`config.mk`:
```
export PLATFORM = sky130hd
export DESIGN_NAME = mem_arbiter
export DESIGN_NICKNAME = d
export VERILOG_FILES = /design/src/rtl/mem_arbiter_pkg.sv /design/src/rtl/mem_arb_grant.sv /design/src/rtl/mem_arbiter.sv
export SDC_FILE = /design/constraint.sdc
export NUM_CORES = 1
export LEC_CHECK = 0
export CAP_MARGIN = 10
export CORE_UTILIZATION = 36
export CTS_BUF_LIST = sky130_fd_sc_hd__clkbuf_4 sky130_fd_sc_hd__clkbuf_8 sky130_fd_sc_hd__clkbuf_16
export CTS_CLUSTER_SIZE = 8
export DETAILED_ROUTE_END_ITERATION = 16
export GPL_ROUTABILITY_DRIVEN = 0
export GPL_TIMING_DRIVEN = 1
export PLACE_DENSITY = 0.86
export SYNTH_ARGS = -nofsm -noshare
export SYNTH_HDL_FRONTEND = slang
export SYNTH_SLANG_ARGS = --single-unit
export TNS_END_PERCENT = 1
```
`constraint.sdc`:
```
create_clock -name clk_i -period 3.54 [get_ports clk_i]
set_input_delay 0.354 -clock clk_i [delete_from_list [all_inputs] [get_ports clk_i]]
set_output_delay 0.354 -clock clk_i [all_outputs]
set_load 0.02 [all_outputs]
```
`src/rtl/mem_arbiter_pkg.sv`:
```
// Shared types for the two-port memory arbiter.
// FSM state encoding and latched memory-op encoding; no ports.
package mem_arbiter_pkg;

    localparam int unsigned AddrW = 16;
    localparam int unsigned DataW = 16;

    typedef enum logic [1:0] {
        StIdle  = 2'd0,
        StBusyI = 2'd1,
        StBusyD = 2'd2
    } state_e;

    typedef enum logic {
        OpRd = 1'b0,
        OpWr = 1'b1
    } op_e;

endpackage

```
`src/rtl/mem_arb_grant.sv`:
```
// Grant/priority logic with the I-port starvation counter.
// Ports:
//   clk_i, rst_i            : clock, synchronous active-high reset
//   arb_en_i                : arbitration allowed this cycle (FSM idle, not in reset)
//   i_req_i, d_req_i        : fetch request, well-formed data request
//   grant_i_o, grant_d_o    : one-hot (or zero) grant, combinational
module mem_arb_grant #(
    parameter int unsigned StarveLimit = 4
) (
    input  logic clk_i,
    input  logic rst_i,
    input  logic arb_en_i,
    input  logic i_req_i,
    input  logic d_req_i,
    output logic grant_i_o,
    output logic grant_d_o
);

    localparam int unsigned CntW = $clog2(StarveLimit + 1);

    logic [CntW-1:0] starve_cnt_q, starve_cnt_d;
    logic            at_limit;

    assign at_limit  = (starve_cnt_q == CntW'(StarveLimit));
    // D-port has priority unless the I-port has lost StarveLimit times in a row.
    assign grant_i_o = arb_en_i & i_req_i & (~d_req_i | at_limit);
    assign grant_d_o = arb_en_i & d_req_i & ~grant_i_o;

    always_comb begin
        starve_cnt_d = starve_cnt_q;
        if (!i_req_i || grant_i_o) begin
            starve_cnt_d = '0;
        end else if (grant_d_o && !at_limit) begin
            starve_cnt_d = starve_cnt_q + 1'b1;
        end
    end

    always_ff @(posedge clk_i) begin
        if (rst_i) begin
            starve_cnt_q <= '0;
        end else begin
            starve_cnt_q <= starve_cnt_d;
        end
    end

endmodule

```
`src/rtl/mem_arbiter.sv`:
```
// Shares one mem_system between the fetch (read-only I) port and the data (R/W D) port.
// One transaction outstanding at a time; hits complete in the issue cycle.
// Ports:
//   clk_i, rst_i                         : clock, synchronous active-high reset
//   i_rd_i, i_addr_i                     : fetch request
//   i_rdata_o, i_done_o, i_stall_o, i_err_o : fetch response
//   d_rd_i, d_wr_i, d_addr_i, d_wdata_i  : data request
//   d_rdata_o, d_done_o, d_stall_o, d_err_o : data response
//   createdump_i / m_createdump_o        : passthrough
//   m_rd_o, m_wr_o, m_addr_o, m_wdata_o  : memory request
//   m_rdata_i, m_done_i, m_stall_i, m_err_i : memory response
module mem_arbiter
    import mem_arbiter_pkg::*;
#(
    parameter int unsigned StarveLimit = 4
) (
    input  logic             clk_i,
    input  logic             rst_i,
    input  logic             i_rd_i,
    input  logic [AddrW-1:0] i_addr_i,
    output logic [DataW-1:0] i_rdata_o,
    output logic             i_done_o,
    output logic             i_stall_o,
    output logic             i_err_o,
    input  logic             d_rd_i,
    input  logic             d_wr_i,
    input  logic [AddrW-1:0] d_addr_i,
    input  logic [DataW-1:0] d_wdata_i,
    output logic [DataW-1:0] d_rdata_o,
    output logic             d_done_o,
    output logic             d_stall_o,
    output logic             d_err_o,
    input  logic             createdump_i,
    output logic             m_rd_o,
    output logic             m_wr_o,
    output logic [AddrW-1:0] m_addr_o,
    output logic [DataW-1:0] m_wdata_o,
    input  logic [DataW-1:0] m_rdata_i,
    input  logic             m_done_i,
    input  logic             m_stall_i,
    input  logic             m_err_i,
    output logic             m_createdump_o
);

    state_e           state_q, state_d;
    logic [AddrW-1:0] addr_q, addr_d;
    logic [DataW-1:0] wdata_q, wdata_d;
    op_e              op_q, op_d;

    logic grant_i, grant_d;
    logic d_valid, d_proto_err, d_holds;
    logic unused_m_stall;

    // m_done is authoritative for sequencing.
    assign unused_m_stall = m_stall_i;
    assign m_createdump_o = createdump_i;

    assign d_valid     = d_rd_i ^ d_wr_i;
    assign d_proto_err = d_rd_i & d_wr_i & (state_q != StBusyD) & ~rst_i;
    // Owner counts as still requesting only if it holds the op it was granted.
    assign d_holds     = (op_q == OpWr) ? d_wr_i : d_rd_i;

    mem_arb_grant #(
        .StarveLimit(StarveLimit)
    ) u_grant (
        .clk_i    (clk_i),
        .rst_i    (rst_i),
        .arb_en_i ((state_q == StIdle) & ~rst_i),
        .i_req_i  (i_rd_i),
        .d_req_i  (d_valid),
        .grant_i_o(grant_i),
        .grant_d_o(grant_d)
    );

    always_comb begin
        state_d   = state_q;
        addr_d    = addr_q;
        wdata_d   = wdata_q;
        op_d      = op_q;
        m_rd_o    = 1'b0;
        m_wr_o    = 1'b0;
        m_addr_o  = addr_q;
        m_wdata_o = wdata_q;
        i_done_o  = 1'b0;
        i_err_o   = 1'b0;
        i_rdata_o = '0;
        d_done_o  = 1'b0;
        d_err_o   = 1'b0;
        d_rdata_o = '0;

        if (rst_i) begin
            m_addr_o  = '0;
            m_wdata_o = '0;
        end else begin
            if (d_proto_err) begin
                d_done_o = 1'b1;
                d_err_o  = 1'b1;
            end
            unique case (state_q)
                StIdle: begin
                    if (grant_i) begin
                        m_rd_o    = 1'b1;
                        m_addr_o  = i_addr_i;
                        m_wdata_o = '0;
                        addr_d    = i_addr_i;
                        wdata_d   = '0;
                        op_d      = OpRd;
                        if (m_done_i) begin
                            i_done_o  = 1'b1;
                            i_rdata_o = m_rdata_i;
                            i_err_o   = m_err_i;
                        end else begin
                            state_d = StBusyI;
                        end
                    end else if (grant_d) begin
                        m_rd_o    = d_rd_i;
                        m_wr_o    = d_wr_i;
                        m_addr_o  = d_addr_i;
                        m_wdata_o = d_wdata_i;
                        addr_d    = d_addr_i;
                        wdata_d   = d_wdata_i;
                        op_d      = d_wr_i ? OpWr : OpRd;
                        if (m_done_i) begin
                            d_done_o  = 1'b1;
                            d_rdata_o = m_rdata_i;
                            d_err_o   = m_err_i;
                        end else begin
                            state_d = StBusyD;
                        end
                    end
                end
                StBusyI: begin
                    if (m_done_i) begin
                        state_d = StIdle;
                        // A flushed fetch completes silently.
                        if (i_rd_i) begin
                            i_done_o  = 1'b1;
                            i_rdata_o = m_rdata_i;
                            i_err_o   = m_err_i;
                        end
                    end
                end
                StBusyD: begin
                    if (m_done_i) begin
                        state_d = StIdle;
                        if (d_holds) begin
                            d_done_o  = 1'b1;
                            d_rdata_o = m_rdata_i;
                            d_err_o   = m_err_i;
                        end
                    end
                end
                default: state_d = StIdle;
            endcase
        end

        i_stall_o = i_rd_i & ~i_done_o & ~rst_i;
        d_stall_o = (d_rd_i | d_wr_i) & ~d_done_o & ~rst_i;
    end

    always_ff @(posedge clk_i) begin
        if (rst_i) begin
            state_q <= StIdle;
            addr_q  <= '0;
            wdata_q <= '0;
            op_q    <= OpRd;
        end else begin
            state_q <= state_d;
            addr_q  <= addr_d;
            wdata_q <= wdata_d;
            op_q    <= op_d;
        end
    end

endmodule
```
==> results.md <==
- After synthesis, the share of flip-flops with an asynchronous set or reset is 0%.
- The average footprint of a synthesized cell is 9.39 um2.
- The total power consumption of the routed design is 1.61 mW.
- For the worst-skew pair, the clock arrives at the later sink with an insertion delay of 0.28 ns.
- Summed over all nets, the half-perimeter wirelength after detailed placement is 4490 um.
- The final critical-path share of the clock period is 93.4%.
- At the worst endpoint, the required time is 3.19 ns.
- The total detailed-routing wirelength is 5770 um.
- After the first detailed-routing iteration, the DRC count stood at 145.
- The placed cell area is 3320 um2.
- The largest net degree at the start of global routing is 33.
- The worst path setup slack after routing is 0.235 ns.
- The number of pins exceeding their max-slew limit in the final report is 0.
- The longest clock path from root to sink contains 2 buffers.
- The total area inside the core boundary comes to 4850 um2.
- The total setup buffers inserted after CTS is 0.
- For this run, the top clock speed supported by timing is 0.303 GHz.
- The capture point of the worst reg-to-reg path is addr_q[12].
- In this run, post-CTS repair resized a total of 0 instances.
- In the final routed layout, each cell accounts on average for 14.2 um.
- The total overflow left after global routing is 0.
- The number of antenna violations at the first check in global routing is 0.
- The number of design rule violations left after detail routing is 0.
- From left edge to right edge, the die measures 73.7 um.
- Along the worst path, the maximum fanout reaches 32.
- The warning count from the yosys run is 0.
- The number of antenna-violating nets in the routed design is 0.
- Summed over all failing endpoints, the final setup total negative slack is 0 ns.
- Compared with the post-synthesis result, the final layout area differs by 84.3%.
- The full die area is 5430 um2.
- The number of buffers inserted by hold repair at cts is 0.
- The worst path in the final design needs a cycle of 3.30 ns, including I/O delays and setup.
- The number of clock buffers inserted by TritonCTS is 5.
- The number of top-level design ports is 146.
- The level count of the clock H-tree is 2.
- The global-route wire length before repair is 8430 um.
- After synthesis the netlist holds a flip-flop and latch count of 38.
- The slowest stage of the critical path belongs to the cell sky130_fd_sc_hd__clkdlybuf4s50_1.
- Dividing the detail-routed via count by the number of cells gives 4.85.
- The startpoint identified for the worst register-to-register timing path is state_q[0].
- The first detailed-routing pass ran for 4 iterations.
- The via count of the routed design is 1971.
- In the global route stage, overall resource usage came out at 20.2%.
- The hold path endpoint is wdata_q[6].
- The final hold violation count came to 0.
- STA classifies the critical path startpoint as an input pin.
- The worst setup slack for register-to-register paths is 1.62 ns.
- After routing the design area is 3410 um2.
- The most instantiated flip-flop cell in the synthesis netlist is sky130_fd_sc_hd__dfxtp_1.
- The die is 73.7 um tall.
- Excluding fillers, the count of instances in the completed layout stands at 406.
- In the final design database the tool counted 418 nets.
- The number of enable flip-flop cells after synthesis is 0.
- The critical path contains buffers and inverters numbering 4 combined.
- The synthesized area is 1850 um2.
- During placement, the flow inserted port buffers numbering 142.
- After clock tree synthesis, the clock-pin slew on the worst setup and hold paths is 0.07 ns.
- Setup repair after global routing left no endpoint under its margin.
- The critical path starts at d_rd_i.
- STA classifies the critical path endpoint as an output pin.
- The worst setup path is of the input pin to output pin kind.
- At the placement stage, the worst setup path has a slack of 0.213 ns.
- The worst slew margin relative to its limit is 68.8%.
- Counting instances, the worst hold path has a depth of 1.
- The number of sinks on the clock net is 38.
- For this design the ratio of total power to cell area is 471 nW/um2.
- Between clock sinks in the finished design, the worst skew comes to 0.00682 ns.
- Traced cell by cell, the critical path runs through clkdlybuf4s50_1 > inv_1 > ha_1 > and3b_1 > and2_4 > a222oi_1 > inv_1 > clkdlybuf4s50_1.
- The static leakage is 1.48 nW.
- The clock tree root driver cell is sky130_fd_sc_hd__clkbuf_8.
- Synthesis produced a netlist whose cell count is 197.
- In this run, placement finished with an instance count of 398.
- The final-report setup violation count is 0.
- The number of cells traversed by the worst register-to-register path is 6.
- The run finished with clean final reports.
- The peak per-stage delay on the critical path is 0.61 ns.
- The fraction of layout cells with a size suffix above 1 is 5.90%.
- The number of global-route vias before repair is 1780.
- The sequential area share after synthesis is 41.1%.
- The placement row count is 25.
- The number of different library cells used by synthesis comes to 32.
- The worst hold path begins at wdata_q[6].
- The number of nets in the synthesized netlist is 277.
- The worst path arrival time is 2.95 ns.
- The peak supply drop is 0.000385 V.
- The initial cell density of the core is 38.2%.
- TritonCTS built the clock tree.
- The class of the worst hold path is flip-flop to flip-flop.
- The slew of the pin with the lowest slew margin is 0.465 ns.
- On the critical path the largest part of the delay comes from buffers and inverters.
- The total inserted antenna cells is 0.
- The tool flagged a number of max-cap violations equal to 0.
[flip-flops by register name (all words and copies together), names as in the netlist]
signal / count
op_q: 1
u_grant.starve_cnt_q: 3
wdata_q: 16
state_q: 2
addr_q: 16
[worst max path at each step]
| stage | to | slack [ns] | cells past startpoint |
|---|---|---|---|
| floorplan | d_stall_o | 1.07 | 7 |
| finish | m_addr_o[10] | 0.24 | 8 |
| global placement | m_addr_o[11] | 0.25 | 8 |
| global route | m_addr_o[10] | 0.07 | 8 |
| detailed placement | m_addr_o[6] | 0.21 | 8 |
| CTS | m_addr_o[6] | 0.21 | 8 |
[kinds of logic (layout without fill, tap and decap cells)]
kind of cell	count (synthesis)	after routing	share of synthesized area (%)
DFF	38	38	41.1
AOI/OAI and AO/OA	47	47	23.1
buffers and inverters	39	181	10.0
muxes	3	3	1.69
xor gates and xnor gates	1	1	0.473
adders and majority gates	7	7	4.73
and+or+nand+nor	62	62	18.9
[layout make-up]
class                   count  area [um2]
clock buffers               7        90.1
clock inverters             1        5.00
fillers                   380        1440
inverters                  24        90.1
multi-input cells         120         907
flip-flops and latches     38         761
well taps                  67        83.8
repair buffers            149        1470
[worst register-to-register path: cells and delay by family (launching register included)]
family,cells,cell delay (ns)
AO/OA/AOI/OAI,1,0.39
flip-flops,1,0.35
AND/OR/NAND/NOR,2,0.59
adder cells (fa/ha/maj),1,0.29
buffers and inverters,2,0.18
[metrics by stage]
stage                     hold slack, ns  util [%]
after floorplan                    0.476         -
after global placement             0.455      68.4
after detailed placement           0.453      68.4
after CTS                          0.473      70.3
after global routing               0.487      70.3
final                              0.471      70.3
[where the power goes]
| group | total (mW) | internal [mW] | switching (mW) |
|---|---|---|---|
| Sequential | 0.531 | 0.507 | 0.0238 |
| Clock | 0.311 | 0.165 | 0.146 |
| Combinational | 0.766 | 0.373 | 0.393 |
[synthesized netlist by cell type (2+ instances only)]
| cell | count | area [um2] |
|---|---|---|
| sky130_fd_sc_hd__dfxtp_1 | 38 | 761 |
| sky130_fd_sc_hd__inv_1 | 24 | 90.1 |
| sky130_fd_sc_hd__and2_1 | 18 | 113 |
| sky130_fd_sc_hd__and3_1 | 17 | 106 |
| sky130_fd_sc_hd__a222oi_1 | 16 | 160 |
| sky130_fd_sc_hd__a22o_1 | 16 | 140 |
| sky130_fd_sc_hd__nor2_1 | 8 | 30.0 |
| sky130_fd_sc_hd__ha_1 | 7 | 87.6 |
| sky130_fd_sc_hd__clkbuf_1 | 6 | 22.5 |
| sky130_fd_sc_hd__nor3_1 | 6 | 30.0 |
| sky130_fd_sc_hd__nand2_1 | 5 | 18.8 |
| sky130_fd_sc_hd__buf_6 | 4 | 45.0 |
| sky130_fd_sc_hd__buf_2 | 3 | 15.0 |
| sky130_fd_sc_hd__nand2b_1 | 3 | 18.8 |
| sky130_fd_sc_hd__nand3_1 | 3 | 15.0 |
| sky130_fd_sc_hd__o21a_1 | 3 | 22.5 |
| sky130_fd_sc_hd__a211o_1 | 2 | 17.5 |
| sky130_fd_sc_hd__a21oi_1 | 2 | 10.0 |
| sky130_fd_sc_hd__mux2i_1 | 2 | 20.0 |
| sky130_fd_sc_hd__o31ai_1 | 2 | 15.0 |
[cells in the final DEF (no fill, tap or decap), types with 5 or more instances in the layout]
| master | Yosys | layout |
|---|---|---|
| sky130_fd_sc_hd__clkbuf_8 | 0 | 6 |
| sky130_fd_sc_hd__nand2_1 | 5 | 5 |
| sky130_fd_sc_hd__a22o_1 | 16 | 16 |
| sky130_fd_sc_hd__nor3_1 | 6 | 6 |
| sky130_fd_sc_hd__dfxtp_1 | 38 | 38 |
| sky130_fd_sc_hd__clkdlybuf4s50_1 | 0 | 142 |
| sky130_fd_sc_hd__buf_4 | 1 | 7 |
| sky130_fd_sc_hd__and3_1 | 17 | 17 |
| sky130_fd_sc_hd__a222oi_1 | 16 | 16 |
| sky130_fd_sc_hd__nor2_1 | 8 | 7 |
| sky130_fd_sc_hd__and2_1 | 18 | 18 |
| sky130_fd_sc_hd__ha_1 | 7 | 7 |
| sky130_fd_sc_hd__inv_1 | 24 | 24 |
[metal layers]
layer | share of wire (%) | up-vias | GRT usage (%)
met4 | 0.24 | 0 | 3.63
met1 | 42 | 901 | 24.9
met2 | 52 | 70 | 35.8
met3 | 6.4 | 2 | 5.08
li1 | - | 998 | -
met5 | 0 | - | 0
(Power assumes the default switching activity.)
